$ cat config.mk
export PLATFORM = sky130hd
export DESIGN_NAME = mem_wb_stage
export DESIGN_NICKNAME = d
export VERILOG_FILES = /design/src/rtl/mem_wb_stage.sv
export SDC_FILE = /design/constraint.sdc
export NUM_CORES = 1
export LEC_CHECK = 0
export CORE_MARGIN = 4
export CORE_UTILIZATION = 33
export DETAILED_ROUTE_END_ITERATION = 12
export PLACE_DENSITY = 0.79
export SLEW_MARGIN = 15
export SYNTH_ARGS = -nofsm -noshare
export SYNTH_HDL_FRONTEND = slang
export SYNTH_SLANG_ARGS = --single-unit
$ cat constraint.sdc
create_clock -name clk -period 2.2 [get_ports clk]
set_clock_uncertainty 0.1 [all_clocks]
set_input_delay 0.33 -clock clk [delete_from_list [all_inputs] [get_ports clk]]
set_output_delay 0.33 -clock clk [all_outputs]
set_load 0.05 [all_outputs]
$ cat src/rtl/mem_wb_stage.sv
// MEM->WB pipeline register with stall/flush, valid tracking, x0 write
// suppression and a retired-instruction counter. Define LOAD_EXT_EN to align and extend load data.
module mem_wb_stage #(
  parameter int unsigned DATA_WIDTH     = 32,
  parameter int unsigned REG_ADDR_WIDTH = 5,
  parameter int unsigned CNT_WIDTH      = 32
) (
  input  logic                      clk,
  input  logic                      rst_n,
  input  logic                      StallW,
  input  logic                      FlushW,
  input  logic                      ValidM,
  input  logic                      RegWriteM,
  input  logic [1:0]                ResultSrcM,
  input  logic [2:0]                Funct3M,
  input  logic [DATA_WIDTH-1:0]     ALUResultM,
  input  logic [DATA_WIDTH-1:0]     RD,
  input  logic [REG_ADDR_WIDTH-1:0] RdM,
  input  logic [DATA_WIDTH-1:0]     PC_PlusM,
  output logic                      ValidW,
  output logic                      RegWriteW,
  output logic [1:0]                ResultSrcW,
  output logic [DATA_WIDTH-1:0]     ALUResultW,
  output logic [DATA_WIDTH-1:0]     ReadDataW,
  output logic [REG_ADDR_WIDTH-1:0] RdW,
  output logic [DATA_WIDTH-1:0]     PC_PlusW,
  output logic [CNT_WIDTH-1:0]      RetireCount
);

  logic                      r_valid;
  logic                      r_reg_write;
  logic [1:0]                r_result_src;
  logic [DATA_WIDTH-1:0]     r_alu_result;
  logic [DATA_WIDTH-1:0]     r_read_data;
  logic [REG_ADDR_WIDTH-1:0] r_rd;
  logic [DATA_WIDTH-1:0]     r_pc_plus;
  logic [CNT_WIDTH-1:0]      r_retire_cnt;

  logic [DATA_WIDTH-1:0]     w_read_data;
  logic                      w_reg_write;

`ifdef LOAD_EXT_EN
  logic [7:0]  w_byte;
  logic [15:0] w_half;

  // Little-endian lane select by address offset, then RV32I load extension.
  always_comb begin
    case (ALUResultM[1:0])
      2'd0:    w_byte = RD[7:0];
      2'd1:    w_byte = RD[15:8];
      2'd2:    w_byte = RD[23:16];
      default: w_byte = RD[31:24];
    endcase
    w_half = ALUResultM[1] ? RD[31:16] : RD[15:0];
    case (Funct3M)
      3'b000:  w_read_data = {{(DATA_WIDTH-8){w_byte[7]}}, w_byte};
      3'b001:  w_read_data = {{(DATA_WIDTH-16){w_half[15]}}, w_half};
      3'b100:  w_read_data = {{(DATA_WIDTH-8){1'b0}}, w_byte};
      3'b101:  w_read_data = {{(DATA_WIDTH-16){1'b0}}, w_half};
      default: w_read_data = RD;
    endcase
  end
`else
  logic w_unused_funct3;
  assign w_unused_funct3 = ^Funct3M;
  assign w_read_data     = RD;
`endif

  assign w_reg_write = RegWriteM & ValidM & (RdM != '0);

  always_ff @(posedge clk) begin
    if (!rst_n) begin
      r_valid      <= 1'b0;
      r_reg_write  <= 1'b0;
      r_result_src <= '0;
      r_alu_result <= '0;
      r_read_data  <= '0;
      r_rd         <= '0;
      r_pc_plus    <= '0;
      r_retire_cnt <= '0;
    end else if (FlushW) begin
      r_valid      <= 1'b0;
      r_reg_write  <= 1'b0;
      r_result_src <= '0;
      r_alu_result <= '0;
      r_read_data  <= '0;
      r_rd         <= '0;
      r_pc_plus    <= '0;
    end else if (!StallW) begin
      r_valid      <= ValidM;
      r_reg_write  <= w_reg_write;
      r_result_src <= ResultSrcM;
      r_alu_result <= ALUResultM;
      r_read_data  <= w_read_data;
      r_rd         <= RdM;
      r_pc_plus    <= PC_PlusM;
      if (ValidM)
        r_retire_cnt <= r_retire_cnt + CNT_WIDTH'(1);
    end
  end

  assign ValidW      = r_valid;
  assign RegWriteW   = r_reg_write;
  assign ResultSrcW  = r_result_src;
  assign ALUResultW  = r_alu_result;
  assign ReadDataW   = r_read_data;
  assign RdW         = r_rd;
  assign PC_PlusW    = r_pc_plus;
  assign RetireCount = r_retire_cnt;

endmodule

==> report_table.html <==
<table>
<tr><th>Metric</th><th>Value</th></tr>
<tr><th colspan="2">Detailed routing</th></tr>
<tr><td>Iter 0 DRT Violations</td><td>208</td></tr>
<tr><td>Average wire per standard cell</td><td>15.5 um</td></tr>
<tr><td># DRC</td><td>0</td></tr>
<tr><td>Total iterations of the first detailed-routing run</td><td>4</td></tr>
<tr><td>Mean number of vias per cell</td><td>4.71</td></tr>
<tr><td>Total via count in the routed design</td><td>4705</td></tr>
<tr><td>Antenna-violating nets left</td><td>0</td></tr>
<tr><td>Final wirelength</td><td>15500 um</td></tr>
<tr><th colspan="2">Synth</th></tr>
<tr><td>Post-synth net total</td><td>636</td></tr>
<tr><td>Number of warnings printed during yosys synthesis</td><td>0</td></tr>
<tr><td>Synthesized instance count</td><td>523</td></tr>
<tr><td>Post-synthesis compound-gate area fraction</td><td>4.72%</td></tr>
<tr><td>Portion of netlist area occupied by mux cells</td><td>20.7%</td></tr>
<tr><td>Dominant combinational cell family by area after synthesis</td><td>multiplexers</td></tr>
<tr><td>Synthesized cell area</td><td>5230 um^2</td></tr>
<tr><td>Fraction of the mapped netlist area in simple logic gates</td><td>17.3%</td></tr>
<tr><td>Adder-Cell Fraction of Synth Area</td><td>0.239%</td></tr>
<tr><td>Number of synthesized register bits</td><td>137</td></tr>
<tr><td>Syn avg cell area</td><td>9.99 um^2</td></tr>
<tr><td>Sequential-to-total area share from yosys stat</td><td>52.5%</td></tr>
<tr><td>Share of the synthesized netlist area taken by xor and xnor gates</td><td>1.34%</td></tr>
<tr><td>Synth unique cells</td><td>33</td></tr>
<tr><th colspan="2">Power and ir drop</th></tr>
<tr><td>Worst-case vdd ir drop</td><td>0.573 mV</td></tr>
<tr><td>Total power density per cell area</td><td>753 nW/um^2</td></tr>
<tr><td>Total power</td><td>6.56 mW</td></tr>
<tr><td>Static Leakage</td><td>3.40 nW</td></tr>
<tr><th colspan="2">Floorplanning</th></tr>
<tr><td>Horizontal extent of the die</td><td>134 um</td></tr>
<tr><td>Chip height</td><td>134 um</td></tr>
<tr><td>Core footprint</td><td>15400 um^2</td></tr>
<tr><td>Row cnt</td><td>45</td></tr>
<tr><td>Initial Utilization</td><td>34.0%</td></tr>
<tr><td>Number of top-level pins</td><td>249</td></tr>
<tr><td>Die Footprint</td><td>17900 um^2</td></tr>
<tr><th colspan="2">Timing</th></tr>
<tr><td>Ratio of final minimum period to clock period</td><td>96.0%</td></tr>
<tr><td>Fin. max-slew vios</td><td>0</td></tr>
<tr><td>Unrepaired setup endpoints after global routing</td><td>no</td></tr>
<tr><td>Worst rel slew slack</td><td>49.8%</td></tr>
<tr><td>Minimum clock period after layout</td><td>2.11 ns</td></tr>
<tr><td>FMAX</td><td>0.473 GHz</td></tr>
<tr><td>Endpoints failing hold</td><td>0</td></tr>
<tr><td>Slew @ Worst Pin</td><td>0.752 ns</td></tr>
<tr><td>Final Setup Violations</td><td>0</td></tr>
<tr><th colspan="2">Setup path</th></tr>
<tr><td>Critical path class</td><td>reg2out</td></tr>
<tr><td>Data arrival, critical path</td><td>1.68 ns</td></tr>
<tr><td>Maximum fanout along the worst path</td><td>7</td></tr>
<tr><td>Critical Path End Type</td><td>output pin</td></tr>
<tr><td>Startpoint types</td><td>flip-flop</td></tr>
<tr><td>Worst Path Required</td><td>1.77 ns</td></tr>
<tr><th colspan="2">Global routing</th></tr>
<tr><td>Total overflow reported by the global router</td><td>0</td></tr>
<tr><td>Maximum number of pins on one net before global-route repair</td><td>104</td></tr>
<tr><td>GRT Overall Usage</td><td>17.1%</td></tr>
<tr><td>Antenna violations before repair</td><td>0</td></tr>
<tr><td>Number of global-route vias before repair</td><td>4719</td></tr>
<tr><td>First-pass GRT wire length</td><td>24300 um</td></tr>
<tr><th colspan="2">Placement</th></tr>
<tr><td>Port-buffer cells</td><td>245</td></tr>
<tr><td>Estimated wirelength of the detail-placed design</td><td>11300 um</td></tr>
<tr><td>Gpl congestion</td><td>0.790</td></tr>
<tr><th colspan="2">Clock network</th></tr>
<tr><td>Post CTS Setup Buffer Count</td><td>0</td></tr>
<tr><td>Hold bufs inserted after CTS</td><td>0</td></tr>
<tr><td>Clock insertion delay at the later pin of the skew report</td><td>0.41 ns</td></tr>
<tr><td>Post-CTS clock slew at the launch and capture registers of the worst setup and hold paths</td><td>0.06 ns</td></tr>
<tr><td>Buffer type at the clock tree root</td><td>sky130_fd_sc_hd__clkbuf_16</td></tr>
<tr><td>Sinks on the clock net</td><td>137</td></tr>
<tr><td>CTS tree</td><td>done</td></tr>
<tr><td>Number of levels in the clock H-tree</td><td>4</td></tr>
<tr><td>Cells resized by post-CTS repair</td><td>0</td></tr>
<tr><td>Worst-case clock buffer depth</td><td>2</td></tr>
<tr><td>Number of CTS-inserted buffers</td><td>17</td></tr>
<tr><th colspan="2">Final layout</th></tr>
<tr><td>Fill cells</td><td>1346</td></tr>
<tr><td>Fin nets</td><td>889</td></tr>
<tr><td>Register area</td><td>2770 um^2</td></tr>
<tr><td>Layout-stage area growth over the synthesis result</td><td>66.7%</td></tr>
<tr><td>Share of post-route cells with drive strength above 1</td><td>9.77%</td></tr>
<tr><td>Area occupied by multi-input gates</td><td>2320 um^2</td></tr>
<tr><td>Highest-count cells in the layout ignoring fill and taps</td><td>sky130_fd_sc_hd__clkdlybuf4s50_1 (243), sky130_fd_sc_hd__dfxtp_1 (119), sky130_fd_sc_hd__nor2_1 (113)</td></tr>
<tr><td>Diodes inserted</td><td>0</td></tr>
<tr><td>Final core utilization</td><td>56.7%</td></tr>
<tr><td>Most common library cell in the layout ignoring fill and taps</td><td>sky130_fd_sc_hd__clkdlybuf4s50_1</td></tr>
<tr><th colspan="2">Outcome</th></tr>
<tr><td>Outcome</td><td>finished clean</td></tr>
<tr><th colspan="2">Flow run</th></tr>
<tr><td>Reported max-cap violation count</td><td>0</td></tr>
<tr><th colspan="2">Hold path</th></tr>
<tr><td>Class of the most critical hold timing path</td><td>in2reg</td></tr>
</table>
==> cell families after synthesis <==
family / count (synthesis)
DFF: 137
xor gates and xnor gates: 8
muxes: 108
buffers and inverters: 40
and+or+nand+nor: 188
AOI/OAI and AO/OA: 41
adders and majority gates: 1
==> cell usage after synthesis, drive strengths merged <==
| cell type | n | area (um^2) |
|---|---|---|
| nor2b | 1 | 6.26 |
| o21a | 1 | 7.51 |
| and4 | 3 | 26.3 |
| nand4 | 7 | 50.1 |
| nand2 | 14 | 52.6 |
| nand4bb | 1 | 27.5 |
| xnor2 | 3 | 26.3 |
| dfxtp | 137 | 2740 |
| nand3 | 11 | 55.1 |
| nor3 | 2 | 10.0 |
| or3 | 5 | 31.3 |
| clkbuf | 13 | 48.8 |
| or4 | 17 | 128 |
| inv | 5 | 18.8 |
| o21ai | 5 | 25.0 |
| o211ai | 1 | 7.51 |
| nor2 | 113 | 424 |
| mux2i | 108 | 1080 |
| o31ai | 13 | 97.6 |
| and2 | 2 | 12.5 |
| and3 | 1 | 6.26 |
| a21oi | 20 | 100 |
| nor4 | 5 | 31.3 |
| buf | 21 | 97.6 |
| clkinv | 1 | 3.75 |
| o31a | 1 | 8.76 |
| nor3b | 1 | 12.5 |
| nand2b | 5 | 31.3 |
| ha | 1 | 12.5 |
| xor2 | 5 | 43.8 |
==> layout make-up <==
cell class,instances,share of cell area [%]
Inverter,6,0.259
Clock inverter,13,2.48
Clock buffer,18,5.04
Multi-Input combinational cell,346,26.7
Tap cell,211,3.03
Sequential cell,137,31.7
Timing Repair Buffer,268,30.8
==> state kept, by name (all words and copies together) (netlist names) <==
| register | cells |
|---|---|
| RetireCount | 32 |
| RdW | 5 |
| ReadDataW | 32 |
| PC_PlusW | 32 |
| ResultSrcW | 2 |
| RegWriteW | 1 |
| ValidW | 1 |
| ALUResultW | 32 |
==> path summary, 6_finish.rpt <==
| check | startpoint | end | slack (ns) | cells past startpoint |
|---|---|---|---|---|
| max | RetireCount[9]$_SDFFE_PN0P_ | RetireCount[9] | 0.09 | 2 |
| min | StallW | ALUResultW[30]$_SDFFE_PP0N_ | 0.12 | 3 |
| max reg2reg | RetireCount[11]$_SDFFE_PN0P_ | RetireCount[23]$_SDFFE_PN0P_ | 0.11 | 5 |
| min reg2reg | RetireCount[31]$_SDFFE_PN0P_ | RetireCount[31]$_SDFFE_PN0P_ | 0.38 | 2 |
==> critical path, cell delays in order, from the launching register on <==
cell and delay, ns:
sky130_fd_sc_hd__dfxtp_2 0.33, sky130_fd_sc_hd__buf_4 0.13, sky130_fd_sc_hd__clkdlybuf4s50_1 0.81
==> where the power goes <==
| group | internal [mW] | total (mW) | switching [mW] |
|---|---|---|---|
| sequential | 2.55 | 2.58 | 0.0337 |
| combinational | 0.392 | 0.825 | 0.433 |
| clock | 2.05 | 3.16 | 1.11 |
==> per-stage QoR <==
step | hold slack, ns | std cells | TNS, ns | setup WS, ns | cell area (um^2)
after CTS | 0.105 | 999 | 0 | 0.0415 | 8710
after floorplan | 0.374 | 523 | 0 | 0.0126 | 5250
after global placement | 0.362 | 968 | -0.671 | -0.152 | 8050
after global routing | 0.142 | 999 | 0 | 0.00712 | 8710
final | 0.121 | 999 | 0 | 0.0870 | 8710
after detailed placement | 0.365 | 968 | -1.27 | -0.161 | 8050
==> per-layer routing <==
layer	GRT usage (%)	part of all wire, %
met1	18.4	38
met2	28.2	48
met3	9.86	12
met4	5.83	2.0
met5	0	0
No activity file was read; power rests on OpenSTA's default activity.
